--- src/rtl/mem_req_sequencer_if.sv ---
// Token bundle of one memory-port sequencer: graph-side request/return channels and the
// issue channels to the memory port. Every token is {valid, payload}.
interface mem_req_sequencer_if #(
    parameter int ADDR_LENGTH      = 5,
    parameter int MEM_ENTRY_LENGTH = 16
);
    logic [ADDR_LENGTH:0]      req_addr;
    logic                      req_addr_stop;
    logic [1:0]                req_wr;
    logic                      req_wr_stop;
    logic [MEM_ENTRY_LENGTH:0] req_data;
    logic                      req_data_stop;
    logic [ADDR_LENGTH:0]      addr;
    logic                      addr_stop;
    logic [MEM_ENTRY_LENGTH:0] in_data;
    logic                      in_data_stop;
    logic [1:0]                wren;
    logic                      wren_stop;
    logic [MEM_ENTRY_LENGTH:0] out_data;
    logic                      down_stop;
    logic [MEM_ENTRY_LENGTH:0] ld_data;
    logic                      ld_data_stop;

    // master: the surrounding graph and memory port; slave: the sequencer itself
    modport master (
        output req_addr, req_wr, req_data, addr_stop, in_data_stop, wren_stop,
               out_data, ld_data_stop,
        input  req_addr_stop, req_wr_stop, req_data_stop, addr, in_data, wren,
               down_stop, ld_data
    );

    modport slave (
        input  req_addr, req_wr, req_data, addr_stop, in_data_stop, wren_stop,
               out_data, ld_data_stop,
        output req_addr_stop, req_wr_stop, req_data_stop, addr, in_data, wren,
               down_stop, ld_data
    );
endinterface

--- src/rtl/mem_req_sequencer.sv ---
// Joins address/write/data request tokens into an in-order request queue, issues the head
// request to a memory port channel by channel, and forwards load results back to the graph.
module mem_req_sequencer #(
    parameter int ADDR_LENGTH      = 5,
    parameter int MEM_ENTRY_LENGTH = 16,
    parameter int DEPTH            = 4,
    parameter int MAX_LOADS        = 2
) (
    input  logic               clk,
    input  logic               rst_n,
    mem_req_sequencer_if.slave bus
);
    localparam int A  = ADDR_LENGTH;
    localparam int D  = MEM_ENTRY_LENGTH;
    localparam int IW = $clog2(DEPTH);
    localparam int PW = IW + 1;
    localparam int LW = $clog2(MAX_LOADS + 1);

    typedef struct packed {
        logic [A-1:0] addr;
        logic         wr;
        logic [D-1:0] data;
    } req_t;

    req_t          queue_mem [DEPTH];
    logic [PW-1:0] wr_ptr_reg;
    logic [PW-1:0] rd_ptr_reg;
    logic          active_reg;
    logic          addr_sent_reg;
    logic          data_sent_reg;
    logic          wren_sent_reg;
    logic [LW-1:0] loads_out_reg;
    logic [LW-1:0] loads_out_next;
    logic          ld_valid_reg;
    logic [D-1:0]  ld_payload_reg;
    logic          err_sticky;

    // ---------------- request join ----------------
    logic req_is_store;
    logic req_complete;
    logic q_empty;
    logic q_full;
    logic accept;
    req_t wr_entry;

    assign req_is_store = bus.req_wr[0];
    assign req_complete = bus.req_addr[A] && bus.req_wr[1] && (!req_is_store || bus.req_data[D]);
    assign q_empty      = (wr_ptr_reg == rd_ptr_reg);
    assign q_full       = (wr_ptr_reg[IW-1:0] == rd_ptr_reg[IW-1:0]) &&
                          (wr_ptr_reg[IW] != rd_ptr_reg[IW]);
    // active_reg keeps every stop high until the first clock edge after reset release
    assign accept       = active_reg && req_complete && !q_full;

    assign bus.req_addr_stop = !accept;
    assign bus.req_wr_stop   = !accept;
    assign bus.req_data_stop = !(accept && req_is_store);

    assign wr_entry = '{addr: bus.req_addr[A-1:0],
                        wr:   req_is_store,
                        data: req_is_store ? bus.req_data[D-1:0] : '0};

    always_ff @(posedge clk) begin
        if (accept) begin
            queue_mem[wr_ptr_reg[IW-1:0]] <= wr_entry;
        end
    end

    // ---------------- head issue ----------------
    req_t head;
    logic load_blocked;
    logic head_live;
    logic addr_v, data_v, wren_v;
    logic addr_xfer, data_xfer, wren_xfer;
    logic retire;
    logic load_issue;

    assign head         = queue_mem[rd_ptr_reg[IW-1:0]];
    assign load_blocked = !head.wr && (loads_out_reg == LW'(MAX_LOADS));
    assign head_live    = active_reg && !q_empty && !load_blocked;

    assign addr_v = head_live && !addr_sent_reg;
    assign data_v = head_live && head.wr && !data_sent_reg;
    assign wren_v = head_live && !wren_sent_reg;

    assign bus.addr    = addr_v ? {1'b1, head.addr} : '0;
    assign bus.in_data = data_v ? {1'b1, head.data} : '0;
    assign bus.wren    = wren_v ? {1'b1, head.wr}   : '0;

    assign addr_xfer = addr_v && !bus.addr_stop;
    assign data_xfer = data_v && !bus.in_data_stop;
    assign wren_xfer = wren_v && !bus.wren_stop;

    // Retire counts channels moving this cycle so a fully accepted head leaves in one cycle
    assign retire = head_live &&
                    (addr_sent_reg || addr_xfer) &&
                    (wren_sent_reg || wren_xfer) &&
                    (!head.wr || data_sent_reg || data_xfer);
    assign load_issue = retire && !head.wr;

    // ---------------- return path ----------------
    logic down_stop_int;
    logic ret_xfer;
    logic ret_accept;
    logic ret_drop;
    logic ld_xfer;

    assign down_stop_int = !active_reg || (ld_valid_reg && bus.ld_data_stop);
    assign ret_xfer      = bus.out_data[D] && !down_stop_int;
    assign ret_accept    = ret_xfer && (loads_out_reg != '0);
    assign ret_drop      = ret_xfer && (loads_out_reg == '0);
    assign ld_xfer       = ld_valid_reg && !bus.ld_data_stop;

    assign bus.down_stop = down_stop_int;
    assign bus.ld_data   = ld_valid_reg ? {1'b1, ld_payload_reg} : '0;

    always_comb begin
        loads_out_next = loads_out_reg;
        if (load_issue && !ret_accept) begin
            loads_out_next = loads_out_reg + 1'b1;
        end else if (!load_issue && ret_accept) begin
            loads_out_next = loads_out_reg - 1'b1;
        end
    end

    always_ff @(posedge clk or negedge rst_n) begin
        if (!rst_n) begin
            active_reg     <= 1'b0;
            wr_ptr_reg     <= '0;
            rd_ptr_reg     <= '0;
            addr_sent_reg  <= 1'b0;
            data_sent_reg  <= 1'b0;
            wren_sent_reg  <= 1'b0;
            loads_out_reg  <= '0;
            ld_valid_reg   <= 1'b0;
            ld_payload_reg <= '0;
            err_sticky     <= 1'b0;
        end else begin
            active_reg    <= 1'b1;
            loads_out_reg <= loads_out_next;
            if (accept) begin
                wr_ptr_reg <= wr_ptr_reg + 1'b1;
            end
            if (retire) begin
                rd_ptr_reg    <= rd_ptr_reg + 1'b1;
                addr_sent_reg <= 1'b0;
                data_sent_reg <= 1'b0;
                wren_sent_reg <= 1'b0;
            end else begin
                if (addr_xfer) addr_sent_reg <= 1'b1;
                if (data_xfer) data_sent_reg <= 1'b1;
                if (wren_xfer) wren_sent_reg <= 1'b1;
            end
            if (ret_accept) begin
                ld_valid_reg   <= 1'b1;
                ld_payload_reg <= bus.out_data[D-1:0];
            end else if (ld_xfer) begin
                ld_valid_reg <= 1'b0;
            end
            // A result with no load outstanding cannot belong to any request
            if (ret_drop) begin
                err_sticky <= 1'b1;
            end
        end
    end
endmodule

--- src/flat_wrapper.sv ---
// flat-port wrapper written by rule: the top's interface ports become plain ports
module mem_req_sequencer_flat 
#(
    parameter int ADDR_LENGTH      = 5,
    parameter int MEM_ENTRY_LENGTH = 16,
    parameter int DEPTH            = 4,
    parameter int MAX_LOADS        = 2
)
  (clk, rst_n, bus_req_addr, bus_req_wr, bus_req_data, bus_addr_stop, bus_in_data_stop, bus_wren_stop, bus_out_data, bus_ld_data_stop, bus_req_addr_stop, bus_req_wr_stop, bus_req_data_stop, bus_addr, bus_in_data, bus_wren, bus_down_stop, bus_ld_data);
  mem_req_sequencer_if #(.ADDR_LENGTH(ADDR_LENGTH), .MEM_ENTRY_LENGTH(MEM_ENTRY_LENGTH)) bus_i ();
  input  logic clk;
  input  logic rst_n;
  input wire logic [$bits(bus_i.req_addr)-1:0] bus_req_addr;
  input wire logic [$bits(bus_i.req_wr)-1:0] bus_req_wr;
  input wire logic [$bits(bus_i.req_data)-1:0] bus_req_data;
  input wire logic [$bits(bus_i.addr_stop)-1:0] bus_addr_stop;
  input wire logic [$bits(bus_i.in_data_stop)-1:0] bus_in_data_stop;
  input wire logic [$bits(bus_i.wren_stop)-1:0] bus_wren_stop;
  input wire logic [$bits(bus_i.out_data)-1:0] bus_out_data;
  input wire logic [$bits(bus_i.ld_data_stop)-1:0] bus_ld_data_stop;
  output wire logic [$bits(bus_i.req_addr_stop)-1:0] bus_req_addr_stop;
  output wire logic [$bits(bus_i.req_wr_stop)-1:0] bus_req_wr_stop;
  output wire logic [$bits(bus_i.req_data_stop)-1:0] bus_req_data_stop;
  output wire logic [$bits(bus_i.addr)-1:0] bus_addr;
  output wire logic [$bits(bus_i.in_data)-1:0] bus_in_data;
  output wire logic [$bits(bus_i.wren)-1:0] bus_wren;
  output wire logic [$bits(bus_i.down_stop)-1:0] bus_down_stop;
  output wire logic [$bits(bus_i.ld_data)-1:0] bus_ld_data;
  assign bus_i.req_addr = bus_req_addr;
  assign bus_i.req_wr = bus_req_wr;
  assign bus_i.req_data = bus_req_data;
  assign bus_i.addr_stop = bus_addr_stop;
  assign bus_i.in_data_stop = bus_in_data_stop;
  assign bus_i.wren_stop = bus_wren_stop;
  assign bus_i.out_data = bus_out_data;
  assign bus_i.ld_data_stop = bus_ld_data_stop;
  assign bus_req_addr_stop = bus_i.req_addr_stop;
  assign bus_req_wr_stop = bus_i.req_wr_stop;
  assign bus_req_data_stop = bus_i.req_data_stop;
  assign bus_addr = bus_i.addr;
  assign bus_in_data = bus_i.in_data;
  assign bus_wren = bus_i.wren;
  assign bus_down_stop = bus_i.down_stop;
  assign bus_ld_data = bus_i.ld_data;
  mem_req_sequencer #(.ADDR_LENGTH(ADDR_LENGTH), .MEM_ENTRY_LENGTH(MEM_ENTRY_LENGTH), .DEPTH(DEPTH), .MAX_LOADS(MAX_LOADS)) u_core (.clk(clk), .rst_n(rst_n), .bus(bus_i));
endmodule
--- config.mk ---
export PLATFORM = sky130hd
export DESIGN_NAME = mem_req_sequencer_flat
export DESIGN_NICKNAME = d
export VERILOG_FILES = /design/src/rtl/mem_req_sequencer_if.sv /design/src/rtl/mem_req_sequencer.sv /design/src/flat_wrapper.sv
export SDC_FILE = /design/constraint.sdc
export NUM_CORES = 1
export LEC_CHECK = 0
export CAP_MARGIN = 0
export CELL_PAD_IN_SITES_DETAIL_PLACEMENT = 1
export CELL_PAD_IN_SITES_GLOBAL_PLACEMENT = 1
export CORE_MARGIN = 5
export CORE_UTILIZATION = 41
export DETAILED_ROUTE_END_ITERATION = 10
export HOLD_SLACK_MARGIN = 0.08
export PLACE_DENSITY = 0.87
export REMOVE_ABC_BUFFERS = 1
export SYNTH_ARGS = -nofsm -noshare
export SYNTH_HDL_FRONTEND = slang
export SYNTH_SLANG_ARGS = --single-unit
export TNS_END_PERCENT = 100
--- constraint.sdc ---
create_clock -name clk -period 3.1 [get_ports clk]
set_input_delay 0.775 -clock clk [delete_from_list [all_inputs] [get_ports clk]]
set_output_delay 0.775 -clock clk [all_outputs]
set_load 0.01 [all_outputs]
==> results of run 1 <==
## critical path: stages (launching register included)
cell           delay [ns]
dfrtp_2              0.43
mux4_2               0.52
buf_4                0.17
or2_4                0.25
nand3_4              0.10
nor3b_1              0.06
dlygate4sd2_1        0.29
## worst min-delay path by stage
stage,from,end,slack (ns),cells after the start
2_1_floorplan,u_core.ld_payload_reg[0]$_DFFE_PN0P_,u_core.ld_payload_reg[0]$_DFFE_PN0P_,0.47,1
3_3_place_gp,u_core.ld_payload_reg[13]$_DFFE_PN0P_,u_core.ld_payload_reg[13]$_DFFE_PN0P_,0.48,1
3_5_place_dp,u_core.ld_payload_reg[1]$_DFFE_PN0P_,u_core.ld_payload_reg[1]$_DFFE_PN0P_,0.49,1
4_1_cts,u_core.ld_payload_reg[6]$_DFFE_PN0P_,u_core.ld_payload_reg[6]$_DFFE_PN0P_,0.50,1
5_1_grt,u_core.ld_payload_reg[1]$_DFFE_PN0P_,u_core.ld_payload_reg[1]$_DFFE_PN0P_,0.53,1
6_report,u_core.ld_payload_reg[1]$_DFFE_PN0P_,u_core.ld_payload_reg[1]$_DFFE_PN0P_,0.50,1
## Yosys cell counts, drive strengths merged
cell type,instances
buf,13
o32a,1
clkbuf,5
or3b,1
or2,1
o31ai,3
o21a,2
nand3,2
and2,33
conb,1
mux4,22
nor3b,7
nand2,5
nor2,5
edfxtp,88
dfrtp,29
xnor2,5
mux2,18
or3,2
o2111ai,1
nand4b,1
and3,4
xor2,6
nor3,1
nor4,1
nor2b,18
nand2b,1
inv,7
ha,6
nand3b,1
or2b,2
a21oi,1
nand4,1
## through the flow
stage	hold slack (ns)	TNS (ns)	total power [mW]	utilization, %
6_report	0.498	0	6.03	56.6
5_1_grt	0.528	0	6.33	56.6
4_1_cts	0.502	0	6.08	56.5
3_5_place_dp	0.490	0	4.02	51.4
3_3_place_gp	0.479	0	3.92	51.4
2_1_floorplan	0.471	-3.07	3.18	-
## final cells by class
cell class                      count  area share, %
Inverter                            7          0.386
Sequential cell                   117           49.6
Multi-Input combinational cell    152           22.7
Clock buffer                       20           6.42
Tap cell                          147           2.70
Clock inverter                     11           2.34
Timing Repair Buffer              114           15.9
## cell families after synthesis
kind of cell	count (synthesis)
DFF	117
AOI/OAI and AO/OA	8
xor gates and xnor gates	11
buffers and inverters	25
muxes	40
and+or+nand+nor	86
adders and majority gates	6
other	1
## power by group through the flow
stage                     Sequential, mW  Combinational (mW)  Clock (mW)
after floorplan                     2.18                1.00           0
after global placement              2.12                1.80           0
after detailed placement            2.15                1.87           0
after CTS                           2.14                1.93        2.02
after global routing                2.17                2.05        2.11
final                               2.14                1.91        1.98
## metal layers
metal / share of wire, % / routed length, um
met1: 41 / 5050
met2: 54 / 6770
met3: 3.2 / 394
met4: 1.7 / 215
met5: 0 / 0
## timing repair
item                                   CTS  global route
setup endpoints to repair               28            10
setup buffers                            3             0
pin swaps                                2             1
endpoints found under the hold margin    0             0
gates resized for setup                 33             2
==> results.json, run 1 <==
{
  "grt-ovfl-total": 0,
  "port_buffers": 93,
  "grt_max_degree": 30,
  "most-common-layout-cells": "edfxtp_1, clkdlybuf4s50_1, and2_1",
  "synth_fa_ha_area_share_pct": 1.50,
  "antenna_found_initial": 0,
  "instances_no_fill": 568,
  "area_growth_pct": 35.6,
  "final_area_mm2": 0.00680,
  "cp_max_fo": 8,
  "routed_wl_mm": 12.4,
  "syn_area_mm2": 0.00501,
  "cp-startpoint": "u_core.rd_ptr_reg[0]$_DFFE_PN0P_",
  "ff2ff_setup_slack_ns": 0.65,
  "synth_compound_area_share_pct": 1.45,
  "finalHoldViolCount": 0,
  "synthCells": 294,
  "dpl_cell_area_mm2": 0.00617,
  "clock_insertion_delay_worst_skew_ns": 0.40,
  "wl_per_cell_um": 21.9,
  "start_util_pct": 41.7,
  "hp-class": "flip-flop to flip-flop",
  "grt_use_met1_pct": 21.2,
  "clk_path_buf_depth": 2,
  "p_seq_share_pct": 35.5,
  "grt_pass1_wl_mm": 19.6,
  "dp_hpwl_mm": 7.70,
  "antenna_left": 0,
  "setup_violations": 0,
  "grt_use_met2_pct": 32.0,
  "gp_congestion": 0.763,
  "fin_crit_ns": 3.01,
  "drt_iter0_drc": 163,
  "drc": 0,
  "worstSetupStartpointType": "flip-flop",
  "ys_seq_area_share_pct": 67.2,
  "rsz0062_at_grt": "false",
  "synthMuxAreaShare_pct": 13.9,
  "synth_top_area_cell": "edfxtp_1",
  "clkPwrFrac_pct": 32.9,
  "synth-simple-area-share_pct": 11.1,
  "dp_cells": 534,
  "multiInputGateArea_mm2": 0.00154,
  "clkTransAtPathRegs_ns": 0.06,
  "root_buffer": "clkbuf_16",
  "synth.avg_cell_area_um2": 17.1,
  "slew_violations": 0,
  "final_nets": 463,
  "drive_gt1_share_pct": 25.7,
  "synth.area.top_cells": "edfxtp_1, dfrtp_1, mux4_2, and2_1, mux2_2",
  "p_int_mw": 4.31,
  "cts_tree": "done",
  "synth_seq_cells": 117,
  "regToRegStartpoint": "u_core.rd_ptr_reg[0]$_DFFE_PN0P_",
  "regArea_mm2": 0.00337,
  "crit_arrival_ns": 2.23,
  "mostFrequentLayoutCell": "edfxtp_1",
  "rr_endpoint": "u_core.loads_out_reg[1]$_DFFE_PN0P_",
  "ir_drop_uv": 395,
  "worstPathRequired_ns": 2.32,
  "synth_top_family_by_area": "multiplexers",
  "synth-xor-area-share_pct": 1.92,
  "cts_num_sinks": 117,
  "leakage_nw": 2.58,
  "dr.pass1.iters": 5,
  "max_freq_mhz": 332,
  "ios": 94,
  "n_antenna_cell": 0,
  "maxCapViolCount": 0,
  "grtUsageMet3_pct": 4.30,
  "ctsHoldBuffers": 0,
  "place_ws_ns": 0.00419,
  "dieArea_mm2": 0.0145,
  "worst_slack_ns": 0.0900,
  "fin_skew_ns": 0.00663,
  "die_x_um": 121,
  "r2r_cells": 10,
  "cp-end-kind": "output pin",
  "rows": 40,
  "fin_crit_sh_pct": 97.1,
  "power_density_mw_per_mm2": 886,
  "synth_cell_type_count": 37,
  "busiest_layer": "met2",
  "share_comb_of_total_power_pct": 31.6,
  "dieHeight_um": 121,
  "swShare_pct": 28.6,
  "p_switching_mw": 1.72,
  "cts_buffers": 17,
  "routed_via_density": 5.16,
  "cts_max_level": 4,
  "fillers": 1125,
  "largest_reg_flops": 88,
  "core_area_mm2": 0.0120,
  "outcome": "finished clean",
  "synth_top_area_share_pct": 52.7,
  "first_global_vias": 3345,
  "route.vias.total": 2933,
  "yosysWarnings": 0,
  "critical_path_class": "flip-flop to output pin",
  "cp-endpoint": "bus_addr[0]",
  "gr-usage-all-layers_pct": 18.0
}
Power figures use the tool's default switching activity.
==> run 2: changes to the inputs <==
--- a/config.mk
+++ b/config.mk
@@ -5,7 +5,6 @@
 export SDC_FILE = /design/constraint.sdc
 export NUM_CORES = 1
 export LEC_CHECK = 0
-export CAP_MARGIN = 0
 export CELL_PAD_IN_SITES_DETAIL_PLACEMENT = 1
 export CELL_PAD_IN_SITES_GLOBAL_PLACEMENT = 1
 export CORE_MARGIN = 5
@@ -14,7 +13,7 @@
 export HOLD_SLACK_MARGIN = 0.08
 export PLACE_DENSITY = 0.87
 export REMOVE_ABC_BUFFERS = 1
+export SETUP_SLACK_MARGIN = 0.2
 export SYNTH_ARGS = -nofsm -noshare
 export SYNTH_HDL_FRONTEND = slang
 export SYNTH_SLANG_ARGS = --single-unit
-export TNS_END_PERCENT = 100
==> run 2 against run 1 <==
Against the previous run:
- first-iteration DRC count is 20% lower
- final area increased by 2.6%
- die area is the same
- total power up 5.2%
- worst setup slack better by 0.060 ns
- clock power about the same
- via count is 1.9% higher
- wire length is 4.3% higher
- count of clock-buffer cells in the layout unchanged
- highest routed layer unchanged
==> results.json, run 2 (same netlist as run 1, synthesis figures left out) <==
{
  "max_stage_delay_ns": 0.53,
  "dieHeight_um": 121,
  "ios": 94,
  "outcome": "finished clean",
  "drive_gt1_share_pct": 36.0,
  "rsz0062_at_grt": "true",
  "grt_use_met2_pct": 32.2,
  "wl_per_cell_um": 22.5,
  "fin_skew_ns": 0.00896,
  "rows": 40,
  "busiest_layer": "met2",
  "start_util_pct": 41.7,
  "whs_ns": 0.498,
  "crit_top_cell": "buf_6",
  "ir_drop_uv": 419,
  "crit_arrival_ns": 2.18,
  "maxCapViolCount": 0,
  "dp_hpwl_mm": 7.70,
  "dpl_cell_area_mm2": 0.00617,
  "dr.pass1.iters": 4,
  "slowest_stage": "mux4_2",
  "antenna_found_initial": 0,
  "gp_congestion": 0.763,
  "fin_crit_ns": 2.95,
  "first_global_vias": 3372,
  "cp_top_family": "multiplexers",
  "total_power_mw": 6.34,
  "root_buffer": "clkbuf_16",
  "route.vias.total": 2989,
  "cts_buffers": 17,
  "clk_path_buf_depth": 2,
  "power_density_mw_per_mm2": 909,
  "grt-ovfl-total": 0,
  "cts_num_sinks": 117,
  "most-common-layout-cells": "edfxtp_1, clkdlybuf4s50_1, and2_1",
  "grt_max_degree": 30,
  "n_antenna_cell": 0,
  "core_area_mm2": 0.0120,
  "drc": 0,
  "mostFrequentLayoutCell": "edfxtp_1",
  "critical_path_class": "flip-flop to output pin",
  "gr-usage-all-layers_pct": 18.0,
  "drt_iter0_drc": 130,
  "clock_insertion_delay_worst_skew_ns": 0.41,
  "slew_violations": 0,
  "fin_crit_sh_pct": 95.2,
  "final_nets": 472,
  "final_area_mm2": 0.00698,
  "fillers": 1110,
  "port_buffers": 93,
  "routed_via_density": 5.18,
  "finalSetupTns_ns": 0,
  "grt_pass1_wl_mm": 19.6,
  "dieArea_mm2": 0.0145,
  "largest_reg_flops": 88,
  "die_x_um": 121,
  "routed_wl_mm": 13.0,
  "hp-class": "flip-flop to flip-flop",
  "worstPathRequired_ns": 2.32,
  "setup_violations": 0,
  "grtUsageMet3_pct": 4.40,
  "cp-end-kind": "output pin",
  "max_freq_mhz": 339,
  "cts_max_level": 4,
  "leakage_nw": 2.65,
  "finalHoldViolCount": 0,
  "clkTransAtPathRegs_ns": 0.06,
  "cts_tree": "done",
  "critPathBufInv": 3,
  "cp_max_fo": 8,
  "antenna_left": 0,
  "area_growth_pct": 39.1,
  "worstSetupStartpointType": "flip-flop",
  "grt_use_met1_pct": 21.2,
  "path_cells": "mux4_2 -> buf_6 -> or2_4 -> nand3_4 -> buf_6 -> nor3b_2 -> buf_2"
}
-- run 2: changes by cell type in the layout (fill, tap and decap cells not counted), moves of 2 or more --
| cell | delta |
|---|---|
| nor2b_1 | -4 |
| nor2b_4 | +10 |
| nor3b_2 | +4 |
| buf_4 | +2 |
| buf_6 | +16 |
| dlygate4sd2_1 | -26 |
| clkbuf_16 | +2 |
| clkbuf_2 | +5 |
| nor2b_2 | -6 |
| nor3b_1 | -4 |
| buf_2 | +11 |
-- run 2: final timing paths --
check                                                      from                                   end  slack [ns]  depth (start not counted)
max                            u_core.rd_ptr_reg[0]$_DFFE_PN0P_                           bus_addr[1]        0.15                          7
min reg2reg                u_core.ld_payload_reg[1]$_DFFE_PN0P_  u_core.ld_payload_reg[1]$_DFFE_PN0P_        0.50                          1
max reg2reg                    u_core.rd_ptr_reg[0]$_DFFE_PN0P_   u_core.loads_out_reg[1]$_DFFE_PN0P_        0.38                         12
min in group asynchronous                                 rst_n  u_core.ld_payload_reg[7]$_DFFE_PN0P_        0.76                          2
min                        u_core.ld_payload_reg[1]$_DFFE_PN0P_  u_core.ld_payload_reg[1]$_DFFE_PN0P_        0.50                          1
max in group asynchronous                                 rst_n      u_core.wr_ptr_reg[0]$_DFFE_PN0P_        2.05                          2
-- run 2: metal layers --
layer,vias up,part of all wire [%]
met5,-,0
met4,0,1.8
met3,20,3.9
met2,74,54
met1,1553,40
li1,1342,-
-- run 2: final cells by class --
type	count	area [um2]	share of cell area [%]
inverter	7	26.3	0.377
clock inverter	11	159	2.28
tap	147	184	2.64
timing repair buffer	123	1170	16.7
multi-input combinational	152	1630	23.4
sequential	117	3370	48.3
clock buffer	20	437	6.26
-- run 2: metrics by stage --
stage	worst slack, ns	utilization (%)	std cells
after floorplan	-0.169	-	276
after global placement	0.0170	51.4	534
after detailed placement	0.00419	51.4	534
after CTS	0.0621	56.9	573
after global routing	0.0663	58.1	577
final	0.150	58.1	577
-- run 2: report_power, final --
group,leakage [nW],internal [mW],switching [mW]
logic,1.22,1.23,0.974
registers,1.15,1.94,0.206
clock network,0.289,1.33,0.661
-- run 2: repair_timing --
action	CTS	global route
gates cloned	0	2
resized for setup	93	57
pin swaps	3	1
setup buffers	8	2
hold buffers	0	0
setup endpoints to repair	28	27
==> variant: new RTL, config.mk and constraints of run 1 <==
`MAX_LOADS` is set to 2 in 2 places; all go to 4.
--- a/src/rtl/mem_req_sequencer.sv
+++ b/src/rtl/mem_req_sequencer.sv
@@ -4,7 +4,7 @@
     parameter int ADDR_LENGTH      = 5,
     parameter int MEM_ENTRY_LENGTH = 16,
     parameter int DEPTH            = 4,
-    parameter int MAX_LOADS        = 2
+    parameter int MAX_LOADS        = 4
 ) (
     input  logic               clk,
     input  logic               rst_n,
--- a/src/flat_wrapper.sv
+++ b/src/flat_wrapper.sv
@@ -4,7 +4,7 @@
     parameter int ADDR_LENGTH      = 5,
     parameter int MEM_ENTRY_LENGTH = 16,
     parameter int DEPTH            = 4,
-    parameter int MAX_LOADS        = 2
+    parameter int MAX_LOADS        = 4
 )
   (clk, rst_n, bus_req_addr, bus_req_wr, bus_req_data, bus_addr_stop, bus_in_data_stop, bus_wren_stop, bus_out_data, bus_ld_data_stop, bus_req_addr_stop, bus_req_wr_stop, bus_req_data_stop, bus_addr, bus_in_data, bus_wren, bus_down_stop, bus_ld_data);
   mem_req_sequencer_if #(.ADDR_LENGTH(ADDR_LENGTH), .MEM_ENTRY_LENGTH(MEM_ENTRY_LENGTH)) bus_i ();
Formal check against the unedited RTL: not equivalent (Yosys sat finds a counterexample within 10 cycles, from zero or initial values and one cycle with rst_n low).
==> variant against run 1 <==
- power increased by 1.7%
- cell area up 1.9%
- fmax decreased by 1.2%
- global-route usage grew 0.84 points
- register-to-register slack lost 560 ps
- worst setup slack got worse by 37 ps
- routed wire length up 5.7%
- core utilization is 0.83 points higher
- synthesized area up 0.95%
- sequential cell count is 1 higher
- hold slack gained 1.6 ps
- largest cell class unchanged
==> variant: results (changes against run 1) <==
status finished, final reports clean; Max VDD drop 0.490 mV (+24%); # diodes 0 (unchanged); Placer Congestion 0.721 (-5.5%); post-DP HPWL 8290 µm (+7.7%); Port Buffers 93 (unchanged); placed cells 556 (+4.1%); Area contributors post-synth edfxtp_1 52%, dfrtp_1 15%, mux4_2 9.8%; initial antenna violation count 1 (+1); Least-Margin Pin Slew 603 ps; asr flop ratio synth 25.4% (+0.64 points); H-Tree Depth 4 (unchanged); Die ar. 14,700 µm² (+0.87%); largest net degree at the start of global routing 24 (-20%); global-route wire length before repair 20,200 µm (+3.5%); clock sink total 118 (+0.85%); layout cells sized above 1 27.7% (+2.0 points); 1st-iter DRT viols 195 (+20%); clk_lat worst skew 420 ps (+20 ps); WL/cell 22.1 µm (+1.0%); max FFs per register 88 (unchanged); Pre-Repair DR Iteration Count 6 (+1); met3 Use GR 4.57% (+0.27 points); Netlist cell types 36 (-2.7%); Overall Global Routing Usage 18.8% (+0.84 points); Synth top cells by count 88 x edfxtp_1, 34 x and2_1, 30 x dfrtp_1; Crit path arrival time 2270 ps (+40 ps); crit-path max FO 5 (-3); clock transition at the registers of the reported paths 60 ps (about the same); Syn Inst Count 297 (+1.0%); Routed Wire Length 13,100 µm (+5.7%); fin nets 468 (+1.1%); Net Sw Frac 30.2% (+1.6 points); met2 Usage GRT 33.7% (+1.6 points); HP Class register to register; M1 GR Usage 21.5% (+0.32 points); Max Root-Sink Buffers 2 (unchanged); leakage 2.61 nW (+1.0%); vias in the first global route 3,445 (+3.0%); vias per inst 5.04 (-2.5%); post-synthesis sequential area ratio 67.0% (-0.14 points); clk_skew 9.49 ps (+2.86 ps)
[variant: stage by stage]
| step | area [µm²] | setup WS [ps] | hold slack (ps) |
|---|---|---|---|
| floorplan | 4950 | -309 | 448 |
| global placement | 6240 | 143 | 477 |
| detailed placement | 6240 | 88.0 | 474 |
| CTS | 6900 | 0.360 | 498 |
| global route | 6930 | -8.87 | 519 |
| finish | 6930 | 53.2 | 500 |
[variant: cell type report]
cell class,instances,area (µm²)
flip-flops and latches,118,3400
well taps,168,210
repair buffers,114,1090
inverters,8,30.0
multi-input cells,154,1600
clock buffers,17,425
clock inverters,15,179
fillers,1118,5130
[variant: per-layer routing]
layer	routed length (µm)	part of all wire, %
met1	4930	38
met2	7220	55
met3	675	5.1
met4	299	2.3
met5	13	0.099
[variant: timing repair]
item,CTS,global route
setup endpoints to repair,28,5
gates cloned,1,0
pin swaps,1,2
hold endpoints to repair,0,0
setup buffers,4,1
gates resized for setup,40,5
[variant: kinds of logic (layout without fill, tap and decap cells)]
family / Yosys count / in the layout / synth area share, %
flops: 118 / 118 / 67.0
simple gates: 85 / 86 / 11.0
mux: 41 / 41 / 14.0
buf+inv: 26 / 154 / 2.79
xor+xnor: 11 / 11 / 1.90
compound gates: 8 / 8 / 1.33
fa+ha+maj: 7 / 7 / 1.88
other cells: 1 / 1 / 0.0741
[variant: final timing paths]
path | start | to | slack [ps] | depth (start not counted)
max in group asynchronous | rst_n | u_core.wr_ptr_reg[1] | 1640 | 2
worst max-delay path | u_core.rd_ptr_reg[0] | bus_wren[1] | 50 | 6
worst min register to register | u_core.ld_payload_reg[12] | u_core.ld_payload_reg[12] | 500 | 1
worst min-delay path | u_core.ld_payload_reg[12] | u_core.ld_payload_reg[12] | 500 | 1
worst max register to register | u_core.rd_ptr_reg[0] | u_core.loads_out_reg[2] | 90 | 12
min in group asynchronous | rst_n | u_core.rd_ptr_reg[1] | 740 | 1
[variant: worst max-delay path, cell delays in order (launching register included)]
cell           delay (ps)
dfrtp_2               420
mux4_2                550
buf_4                 170
nor2_4                150
or2_4                 190
nor2_1                 60
dlygate4sd2_1         310
[variant: power by group through the flow]
stage	Sequential [mW]	Combinational, mW	Clock [mW]
floorplan	2.19	1.02	0
detailed placement	2.16	1.88	0
global placement	2.13	1.81	0
global route	2.19	2.12	2.11
CTS	2.16	1.96	2.01
finish	2.17	1.97	1.99
